[src/rtl/multicycle_control_pkg.sv]
// Shared encodings for the multi-cycle MIPS control unit: state codes,
// opcodes, and the datapath mux select values.
package multicycle_control_pkg;

  typedef enum logic [3:0] {
    S_FETCH     = 4'd0,
    S_DECODE    = 4'd1,
    S_MEM_ADDR  = 4'd2,
    S_MEM_READ  = 4'd3,
    S_MEM_WB    = 4'd4,
    S_MEM_WRITE = 4'd5,
    S_R_EXEC    = 4'd6,
    S_R_WB      = 4'd7,
    S_BRANCH    = 4'd8,
    S_JUMP      = 4'd9,
    S_ADDI_EXEC = 4'd10,
    S_ADDI_WB   = 4'd11
  } state_e;

  localparam logic [5:0] OP_R    = 6'b000000;
  localparam logic [5:0] OP_LW   = 6'b100011;
  localparam logic [5:0] OP_SW   = 6'b101011;
  localparam logic [5:0] OP_BEQ  = 6'b000100;
  localparam logic [5:0] OP_J    = 6'b000010;
  localparam logic [5:0] OP_ADDI = 6'b001000;

  localparam logic [1:0] ALU_OP_ADD   = 2'b00;
  localparam logic [1:0] ALU_OP_SUB   = 2'b01;
  localparam logic [1:0] ALU_OP_FUNCT = 2'b10;

  localparam logic [1:0] SRC_B_REG     = 2'b00;
  localparam logic [1:0] SRC_B_FOUR    = 2'b01;
  localparam logic [1:0] SRC_B_IMM     = 2'b10;
  localparam logic [1:0] SRC_B_IMM_SH2 = 2'b11;

  localparam logic [1:0] PC_SRC_ALU    = 2'b00;
  localparam logic [1:0] PC_SRC_ALUOUT = 2'b01;
  localparam logic [1:0] PC_SRC_JUMP   = 2'b10;

  // States that stall on the memory handshake and run the wait timer.
  function automatic logic is_wait_state(input state_e s);
    return (s == S_FETCH) || (s == S_MEM_READ) || (s == S_MEM_WRITE);
  endfunction

endpackage

[src/rtl/multicycle_control_if.sv]
// Opcode/memory handshake inputs and datapath control outputs of the
// multi-cycle control unit, bundled as one interface.
interface multicycle_control_if #(
  parameter int OPCODE_W = 6
);

  logic [OPCODE_W-1:0] opcode;
  logic                mem_ready;

  logic       pc_write;
  logic       pc_write_cond;
  logic       i_or_d;
  logic       mem_read;
  logic       mem_write;
  logic       ir_write;
  logic       mem_to_reg;
  logic       reg_dst;
  logic       reg_write;
  logic       alu_src_a;
  logic [1:0] alu_src_b;
  logic [1:0] alu_op;
  logic [1:0] pc_source;
  logic       instr_done;
  logic       mem_error;
  logic       illegal_op;
  logic [3:0] state;

  modport master (
    output opcode, mem_ready,
    input  pc_write, pc_write_cond, i_or_d, mem_read, mem_write, ir_write,
           mem_to_reg, reg_dst, reg_write, alu_src_a, alu_src_b, alu_op,
           pc_source, instr_done, mem_error, illegal_op, state
  );

  modport slave (
    input  opcode, mem_ready,
    output pc_write, pc_write_cond, i_or_d, mem_read, mem_write, ir_write,
           mem_to_reg, reg_dst, reg_write, alu_src_a, alu_src_b, alu_op,
           pc_source, instr_done, mem_error, illegal_op, state
  );

endinterface

[src/rtl/multicycle_control_wait_timer.sv]
// Memory wait counter: counts unready cycles and flags when it sits at
// its maximum value, at which point the next unready cycle is a timeout.
module mc_wait_timer #(
  parameter int WAIT_CNT_W = 4
) (
  input  logic clk,
  input  logic reset,
  input  logic clr,
  input  logic en,
  output logic timeout
);

  logic [WAIT_CNT_W-1:0] count_q;
  logic [WAIT_CNT_W-1:0] count_d;

  always_comb begin
    count_d = count_q;
    if (clr) begin
      count_d = '0;
    end else if (en) begin
      count_d = count_q + WAIT_CNT_W'(1);
    end
  end

  always_ff @(posedge clk) begin
    if (reset) begin
      count_q <= '0;
    end else begin
      count_q <= count_d;
    end
  end

  assign timeout = (count_q == '1);

endmodule

[src/rtl/multicycle_control.sv]
// Multi-cycle MIPS control FSM sequencing fetch/decode/execute/memory/writeback.
// Define MULTICYCLE_CONTROL_ADDI_EN to add the addi instruction (opcode 001000).
module multicycle_control
  import multicycle_control_pkg::*;
#(
  parameter int OPCODE_W   = 6,
  parameter int WAIT_CNT_W = 4
) (
  input logic                 clk,
  input logic                 reset,
  multicycle_control_if.slave bus
);

  state_e state_q;
  state_e state_d;

  logic       timer_at_max;
  logic       timer_clr;
  logic       timer_en;
  logic       wait_tmo;
  logic       in_wait;

  logic       pc_write;
  logic       pc_write_cond;
  logic       i_or_d;
  logic       mem_read;
  logic       mem_write;
  logic       ir_write;
  logic       mem_to_reg;
  logic       reg_dst;
  logic       reg_write;
  logic       alu_src_a;
  logic [1:0] alu_src_b;
  logic [1:0] alu_op;
  logic [1:0] pc_source;
  logic       instr_done;
  logic       mem_error;
  logic       illegal_op;

  assign in_wait  = is_wait_state(state_q);
  assign timer_en = in_wait && !bus.mem_ready;
  // A ready on the timeout cycle still wins: timeout requires mem_ready low.
  assign wait_tmo = in_wait && !bus.mem_ready && timer_at_max;
  // The timer restarts on every state change and on a timeout back into FETCH.
  assign timer_clr = wait_tmo || (state_d != state_q);

  mc_wait_timer #(
    .WAIT_CNT_W(WAIT_CNT_W)
  ) u_wait_timer (
    .clk     (clk),
    .reset   (reset),
    .clr     (timer_clr),
    .en      (timer_en),
    .timeout (timer_at_max)
  );

  always_ff @(posedge clk) begin
    if (reset) begin
      state_q <= S_FETCH;
    end else begin
      state_q <= state_d;
    end
  end

  always_comb begin
    state_d       = state_q;
    pc_write      = 1'b0;
    pc_write_cond = 1'b0;
    i_or_d        = 1'b0;
    mem_read      = 1'b0;
    mem_write     = 1'b0;
    ir_write      = 1'b0;
    mem_to_reg    = 1'b0;
    reg_dst       = 1'b0;
    reg_write     = 1'b0;
    alu_src_a     = 1'b0;
    alu_src_b     = SRC_B_REG;
    alu_op        = ALU_OP_ADD;
    pc_source     = PC_SRC_ALU;
    instr_done    = 1'b0;
    mem_error     = 1'b0;
    illegal_op    = 1'b0;

    case (state_q)
      S_FETCH: begin
        mem_read  = 1'b1;
        alu_src_b = SRC_B_FOUR;
        ir_write  = bus.mem_ready;
        pc_write  = bus.mem_ready;
        if (bus.mem_ready) begin
          state_d = S_DECODE;
        end else if (wait_tmo) begin
          mem_error = 1'b1;
          state_d   = S_FETCH;
        end
      end

      S_DECODE: begin
        alu_src_b = SRC_B_IMM_SH2;
        case (bus.opcode)
          OPCODE_W'(OP_R):                   state_d = S_R_EXEC;
          OPCODE_W'(OP_LW), OPCODE_W'(OP_SW): state_d = S_MEM_ADDR;
          OPCODE_W'(OP_BEQ):                 state_d = S_BRANCH;
          OPCODE_W'(OP_J):                   state_d = S_JUMP;
`ifdef MULTICYCLE_CONTROL_ADDI_EN
          OPCODE_W'(OP_ADDI):                state_d = S_ADDI_EXEC;
`else
          OPCODE_W'(OP_ADDI): begin
            illegal_op = 1'b1;
            state_d    = S_FETCH;
          end
`endif
          default: begin
            illegal_op = 1'b1;
            state_d    = S_FETCH;
          end
        endcase
      end

      S_MEM_ADDR: begin
        alu_src_a = 1'b1;
        alu_src_b = SRC_B_IMM;
        state_d   = (bus.opcode == OPCODE_W'(OP_LW)) ? S_MEM_READ : S_MEM_WRITE;
      end

      S_MEM_READ: begin
        mem_read = 1'b1;
        i_or_d   = 1'b1;
        if (bus.mem_ready) begin
          state_d = S_MEM_WB;
        end else if (wait_tmo) begin
          mem_error = 1'b1;
          state_d   = S_FETCH;
        end
      end

      S_MEM_WB: begin
        reg_write  = 1'b1;
        mem_to_reg = 1'b1;
        instr_done = 1'b1;
        state_d    = S_FETCH;
      end

      S_MEM_WRITE: begin
        i_or_d    = 1'b1;
        mem_write = !wait_tmo;
        if (bus.mem_ready) begin
          instr_done = 1'b1;
          state_d    = S_FETCH;
        end else if (wait_tmo) begin
          mem_error = 1'b1;
          state_d   = S_FETCH;
        end
      end

      S_R_EXEC: begin
        alu_src_a = 1'b1;
        alu_op    = ALU_OP_FUNCT;
        state_d   = S_R_WB;
      end

      S_R_WB: begin
        reg_dst    = 1'b1;
        reg_write  = 1'b1;
        instr_done = 1'b1;
        state_d    = S_FETCH;
      end

      S_BRANCH: begin
        alu_src_a     = 1'b1;
        alu_op        = ALU_OP_SUB;
        pc_write_cond = 1'b1;
        pc_source     = PC_SRC_ALUOUT;
        instr_done    = 1'b1;
        state_d       = S_FETCH;
      end

      S_JUMP: begin
        pc_write   = 1'b1;
        pc_source  = PC_SRC_JUMP;
        instr_done = 1'b1;
        state_d    = S_FETCH;
      end

`ifdef MULTICYCLE_CONTROL_ADDI_EN
      S_ADDI_EXEC: begin
        alu_src_a = 1'b1;
        alu_src_b = SRC_B_IMM;
        state_d   = S_ADDI_WB;
      end

      S_ADDI_WB: begin
        reg_write  = 1'b1;
        instr_done = 1'b1;
        state_d    = S_FETCH;
      end
`endif

      default: begin
        state_d = S_FETCH;
      end
    endcase

    // Reset blanks every control so an aborted instruction issues no strobe.
    if (reset) begin
      state_d       = S_FETCH;
      pc_write      = 1'b0;
      pc_write_cond = 1'b0;
      i_or_d        = 1'b0;
      mem_read      = 1'b0;
      mem_write     = 1'b0;
      ir_write      = 1'b0;
      mem_to_reg    = 1'b0;
      reg_dst       = 1'b0;
      reg_write     = 1'b0;
      alu_src_a     = 1'b0;
      alu_src_b     = 2'b00;
      alu_op        = 2'b00;
      pc_source     = 2'b00;
      instr_done    = 1'b0;
      mem_error     = 1'b0;
      illegal_op    = 1'b0;
    end
  end

  assign bus.pc_write      = pc_write;
  assign bus.pc_write_cond = pc_write_cond;
  assign bus.i_or_d        = i_or_d;
  assign bus.mem_read      = mem_read;
  assign bus.mem_write     = mem_write;
  assign bus.ir_write      = ir_write;
  assign bus.mem_to_reg    = mem_to_reg;
  assign bus.reg_dst       = reg_dst;
  assign bus.reg_write     = reg_write;
  assign bus.alu_src_a     = alu_src_a;
  assign bus.alu_src_b     = alu_src_b;
  assign bus.alu_op        = alu_op;
  assign bus.pc_source     = pc_source;
  assign bus.instr_done    = instr_done;
  assign bus.mem_error     = mem_error;
  assign bus.illegal_op    = illegal_op;
  assign bus.state         = reset ? 4'd0 : state_q;

endmodule

[src/flat_wrapper.sv]
// flat-port wrapper written by rule: the top's interface ports become plain ports
module multicycle_control_flat import multicycle_control_pkg::*;
#(
  parameter int OPCODE_W   = 6,
  parameter int WAIT_CNT_W = 4
)
  (clk, reset, bus_opcode, bus_mem_ready, bus_pc_write, bus_pc_write_cond, bus_i_or_d, bus_mem_read, bus_mem_write, bus_ir_write, bus_mem_to_reg, bus_reg_dst, bus_reg_write, bus_alu_src_a, bus_alu_src_b, bus_alu_op, bus_pc_source, bus_instr_done, bus_mem_error, bus_illegal_op, bus_state);
  multicycle_control_if #(.OPCODE_W(OPCODE_W)) bus_i ();
  input logic clk;
  input logic reset;
  input wire logic [$bits(bus_i.opcode)-1:0] bus_opcode;
  input wire logic [$bits(bus_i.mem_ready)-1:0] bus_mem_ready;
  output wire logic [$bits(bus_i.pc_write)-1:0] bus_pc_write;
  output wire logic [$bits(bus_i.pc_write_cond)-1:0] bus_pc_write_cond;
  output wire logic [$bits(bus_i.i_or_d)-1:0] bus_i_or_d;
  output wire logic [$bits(bus_i.mem_read)-1:0] bus_mem_read;
  output wire logic [$bits(bus_i.mem_write)-1:0] bus_mem_write;
  output wire logic [$bits(bus_i.ir_write)-1:0] bus_ir_write;
  output wire logic [$bits(bus_i.mem_to_reg)-1:0] bus_mem_to_reg;
  output wire logic [$bits(bus_i.reg_dst)-1:0] bus_reg_dst;
  output wire logic [$bits(bus_i.reg_write)-1:0] bus_reg_write;
  output wire logic [$bits(bus_i.alu_src_a)-1:0] bus_alu_src_a;
  output wire logic [$bits(bus_i.alu_src_b)-1:0] bus_alu_src_b;
  output wire logic [$bits(bus_i.alu_op)-1:0] bus_alu_op;
  output wire logic [$bits(bus_i.pc_source)-1:0] bus_pc_source;
  output wire logic [$bits(bus_i.instr_done)-1:0] bus_instr_done;
  output wire logic [$bits(bus_i.mem_error)-1:0] bus_mem_error;
  output wire logic [$bits(bus_i.illegal_op)-1:0] bus_illegal_op;
  output wire logic [$bits(bus_i.state)-1:0] bus_state;
  assign bus_i.opcode = bus_opcode;
  assign bus_i.mem_ready = bus_mem_ready;
  assign bus_pc_write = bus_i.pc_write;
  assign bus_pc_write_cond = bus_i.pc_write_cond;
  assign bus_i_or_d = bus_i.i_or_d;
  assign bus_mem_read = bus_i.mem_read;
  assign bus_mem_write = bus_i.mem_write;
  assign bus_ir_write = bus_i.ir_write;
  assign bus_mem_to_reg = bus_i.mem_to_reg;
  assign bus_reg_dst = bus_i.reg_dst;
  assign bus_reg_write = bus_i.reg_write;
  assign bus_alu_src_a = bus_i.alu_src_a;
  assign bus_alu_src_b = bus_i.alu_src_b;
  assign bus_alu_op = bus_i.alu_op;
  assign bus_pc_source = bus_i.pc_source;
  assign bus_instr_done = bus_i.instr_done;
  assign bus_mem_error = bus_i.mem_error;
  assign bus_illegal_op = bus_i.illegal_op;
  assign bus_state = bus_i.state;
  multicycle_control #(.OPCODE_W(OPCODE_W), .WAIT_CNT_W(WAIT_CNT_W)) u_core (.clk(clk), .reset(reset), .bus(bus_i));
endmodule
[config.mk]
export PLATFORM = sky130hd
export DESIGN_NAME = multicycle_control_flat
export DESIGN_NICKNAME = d
export VERILOG_FILES = /design/src/rtl/multicycle_control_pkg.sv /design/src/rtl/multicycle_control_if.sv /design/src/rtl/multicycle_control_wait_timer.sv /design/src/rtl/multicycle_control.sv /design/src/flat_wrapper.sv
export SDC_FILE = /design/constraint.sdc
export NUM_CORES = 1
export LEC_CHECK = 0
export CAP_MARGIN = 20
export CORE_MARGIN = 3
export CORE_UTILIZATION = 47
export CTS_BUF_LIST = sky130_fd_sc_hd__clkbuf_8
export DETAILED_ROUTE_END_ITERATION = 8
export PLACE_DENSITY = 0.8
export SLEW_MARGIN = 10
export SYNTH_ARGS = -nofsm -noshare
export SYNTH_HDL_FRONTEND = slang
export SYNTH_SLANG_ARGS = --single-unit
[constraint.sdc]
create_clock -name clk -period 2.3 [get_ports clk]
set_clock_uncertainty 0.1 [all_clocks]
set_input_delay 0.345 -clock clk [delete_from_list [all_inputs] [get_ports clk]]
set_output_delay 0.345 -clock clk [all_outputs]
set_load 0.005 [all_outputs]
==> results.sh <==
export IMPL_fill_cells=112
export IMPL_pre_cts_ws_ps=-178
export IMPL_die_w_um=51.2
export IMPL_timing_critical_path_max_delay_family="buffers and inverters"
export IMPL_dieHeight_um=51.2
export IMPL_first_pass_iters=5
export IMPL_path_clk_slew_ps=40
export IMPL_via_count=1195
export IMPL_core_area_um2=1820
export IMPL_antenna_found_initial=0
export IMPL_drc=0
export IMPL_cp_cell_sequence="dlygate4sd2_1 -> or2_4 -> buf_4 -> nor3_1 -> clkdlybuf4s50_1"
export IMPL_final_common_cell="buf_4"
export IMPL_synth_edf_count=0
export IMPL_gp_congestion=0.851
export IMPL_cts_buffers=3
export IMPL_ioPinCount=32
export IMPL_die_area_um2=2630
export IMPL_yosysSeqAreaShare_pct=16.6
export IMPL_powerDensity_nw_per_um2=292
export IMPL_ant_nets=0
export IMPL_wl_met1_mm=1.39
export IMPL_drive_above_1_share_pct=30.9
export IMPL_routed_wl_mm=3.25
export IMPL_slowest_delay_ps=560
export IMPL_nets=187
export IMPL_grt_ovfl_total=0
export IMPL_syn_inst=123
export IMPL_crit_type="in -> out"
export IMPL_start_kind="input pin"
export IMPL_grt_max_degree=17
export IMPL_core_rowCount=15
export IMPL_critPathMaxFanout=6
export IMPL_ys_async_sr_fraction_pct=0
export IMPL_slew_violations=0
export IMPL_avgSynthCellArea_um2=7.82
export IMPL_ys_types=45
export IMPL_ys_flop_type="dfxtp_1"
export IMPL_cts_sinks=8
export IMPL_top_layer="met4"
export IMPL_cp_num_buf_inv=3
export IMPL_htreeDepth=1
export IMPL_wl_met2_mm=1.55
export IMPL_mostFrequentLayoutCells="26 x buf_4, 24 x clkdlybuf4s50_1, 9 x nor2_1"
export IMPL_ir_drop_mv=0.414
export IMPL_ff2ff_setup_slack_ps=160
export IMPL_required_ps=1860
export IMPL_clock_latency_ps=230
export IMPL_fin_crit_sh_pct=99.1
export IMPL_worst_pin_slew_ps=425
export IMPL_syn_num_nets=133
export IMPL_postLayoutCoreUtil_pct=85.1
export IMPL_grt_pass1_vias=1067
export IMPL_diodes=0
export IMPL_syn_cell_area_um2=962
export IMPL_setup_viol=0
export IMPL_cp_arrival_ps=1840
export IMPL_cts_hold_buf=0
export IMPL_synthToLayoutAreaGrowth_pct=61.0
export IMPL_grtUsageTotal_pct=24.1
export IMPL_ys_ff_latch=8
export IMPL_layout_min_cycle_time_ps=2280
export IMPL_initial_core_util_pct=52.9
export IMPL_status="finished clean"
export IMPL_p_leak_nw=0.644
export IMPL_wl_per_cell_um=16.2
export IMPL_grt_pass1_wl_mm=4.93
export IMPL_maxCapViolations=0
export IMPL_relSlewSlack_pct=71.6
export IMPL_drt_iter0_drc=58
export IMPL_ctsRootBufferMaster="clkbuf_8"
export IMPL_cts_buffer_depth=2
export IMPL_port_buffers=31
export IMPL_wl_met3_um=273
export IMPL_fmax_mhz=439
export IMPL_yosysWarnings=0
export IMPL_end_kind="primary output"
export IMPL_fin_ws_ps=19.9
export IMPL_hp_class="reg -> reg"
export IMPL_dpl_hpwl_mm=2.21
export IMPL_hold_viol_final=0
export IMPL_crit_slowest_cell="clkdlybuf4s50_1"
export IMPL_cts_tree="done"
export IMPL_routed_via_density=5.98
[cell type report]
| type | count | area [µm²] | share of cell area [%] |
|---|---|---|---|
| Sequential cell | 8 | 166 | 10.7 |
| Inverter | 7 | 30.0 | 1.94 |
| Clock buffer | 3 | 41.3 | 2.67 |
| Tap cell | 25 | 31.3 | 2.02 |
| Multi-Input combinational cell | 98 | 749 | 48.4 |
| Timing Repair Buffer | 59 | 531 | 34.2 |
[per-layer routing]
layer / vias to the layer above / track usage [%]
li1: 564 / -
met5: - / 0
met2: 65 / 40.3
met3: 6 / 4.66
met4: 0 / 4.80
met1: 560 / 32.0
[per-stage QoR]
step,power (mW),cells,setup TNS (ps),cell area [µm²],hold WS (ps)
floorplan,0.212,123,0,962,433
global placement,0.271,191,-721,1400,517
detailed placement,0.274,191,-1160,1400,512
CTS,0.444,195,0,1470,521
global route,0.473,200,-45.9,1550,562
finish,0.452,200,0,1550,526
[logic make-up (layout without fill, tap and decap cells)]
logic type	Yosys count	in the layout	synth area share [%]
simple gates	54	54	33.0
compound gates	35	35	29.9
buf+inv	17	69	9.62
flops	8	8	16.6
xor+xnor	7	7	8.32
fa+ha+maj	1	1	1.30
mux	1	1	1.17
[final timing paths]
check,startpoint,end,depth (start not counted)
worst max-delay path,reset,bus_alu_src_b[1],5
worst min-delay path,u_core.u_wait_timer.count_q[0]$_SDFFE_PP0P_,u_core.u_wait_timer.count_q[0]$_SDFFE_PP0P_,3
worst max register to register,u_core.state_q[2]$_SDFF_PP0_,u_core.u_wait_timer.count_q[0]$_SDFFE_PP0P_,7
worst min register to register,u_core.u_wait_timer.count_q[0]$_SDFFE_PP0P_,u_core.u_wait_timer.count_q[0]$_SDFFE_PP0P_,3
[sequential cells by signal (all words and copies together) (netlist names)]
name                         cells
u_core.state_q                   4
u_core.u_wait_timer.count_q      4
[synthesized netlist by cell type (2+ instances only)]
cell type | instances | area, µm²
nor3_1 | 11 | 55.1
nor2_1 | 9 | 33.8
a21oi_1 | 8 | 40.0
dfxtp_1 | 8 | 160
inv_1 | 7 | 26.3
nor4_1 | 7 | 43.8
o211ai_1 | 6 | 45.0
nand2_1 | 5 | 18.8
xor2_1 | 5 | 43.8
a211oi_2 | 3 | 37.5
and3_1 | 3 | 18.8
buf_4 | 3 | 22.5
nand3_1 | 3 | 15.0
o21ai_1 | 3 | 15.0
or2_1 | 3 | 18.8
a2111oi_2 | 2 | 30.0
and2_1 | 2 | 12.5
buf_2 | 2 | 10.0
buf_6 | 2 | 22.5
clkbuf_1 | 2 | 7.51
nand2b_1 | 2 | 12.5
nor2b_1 | 2 | 12.5
o21ai_0 | 2 | 10.0
o31ai_1 | 2 | 15.0
[where the power goes]
| group | internal [mW] | switching, mW | leakage (nW) | total, mW |
|---|---|---|---|---|
| registers | 0.142 | 0.00389 | 0.0667 | 0.146 |
| logic | 0.0705 | 0.0654 | 0.556 | 0.136 |
| clock network | 0.113 | 0.0561 | 0.0216 | 0.170 |
[worst register-to-register path, stage by stage, from the launching register on]
cell     delay, ps
dfxtp_2        360
buf_6          180
nor4b_4        310
buf_4          170
nand4_1        130
a21oi_1        400
and2_1         280
nor4_1          80
[what timing repair did]
item	in CTS	in global routing
cloned	0	0
buffers inserted	1	5
endpoints found under the setup margin	19	13
pin swaps	2	3
resized for setup	13	11
No activity file was read; power rests on OpenSTA's default activity.
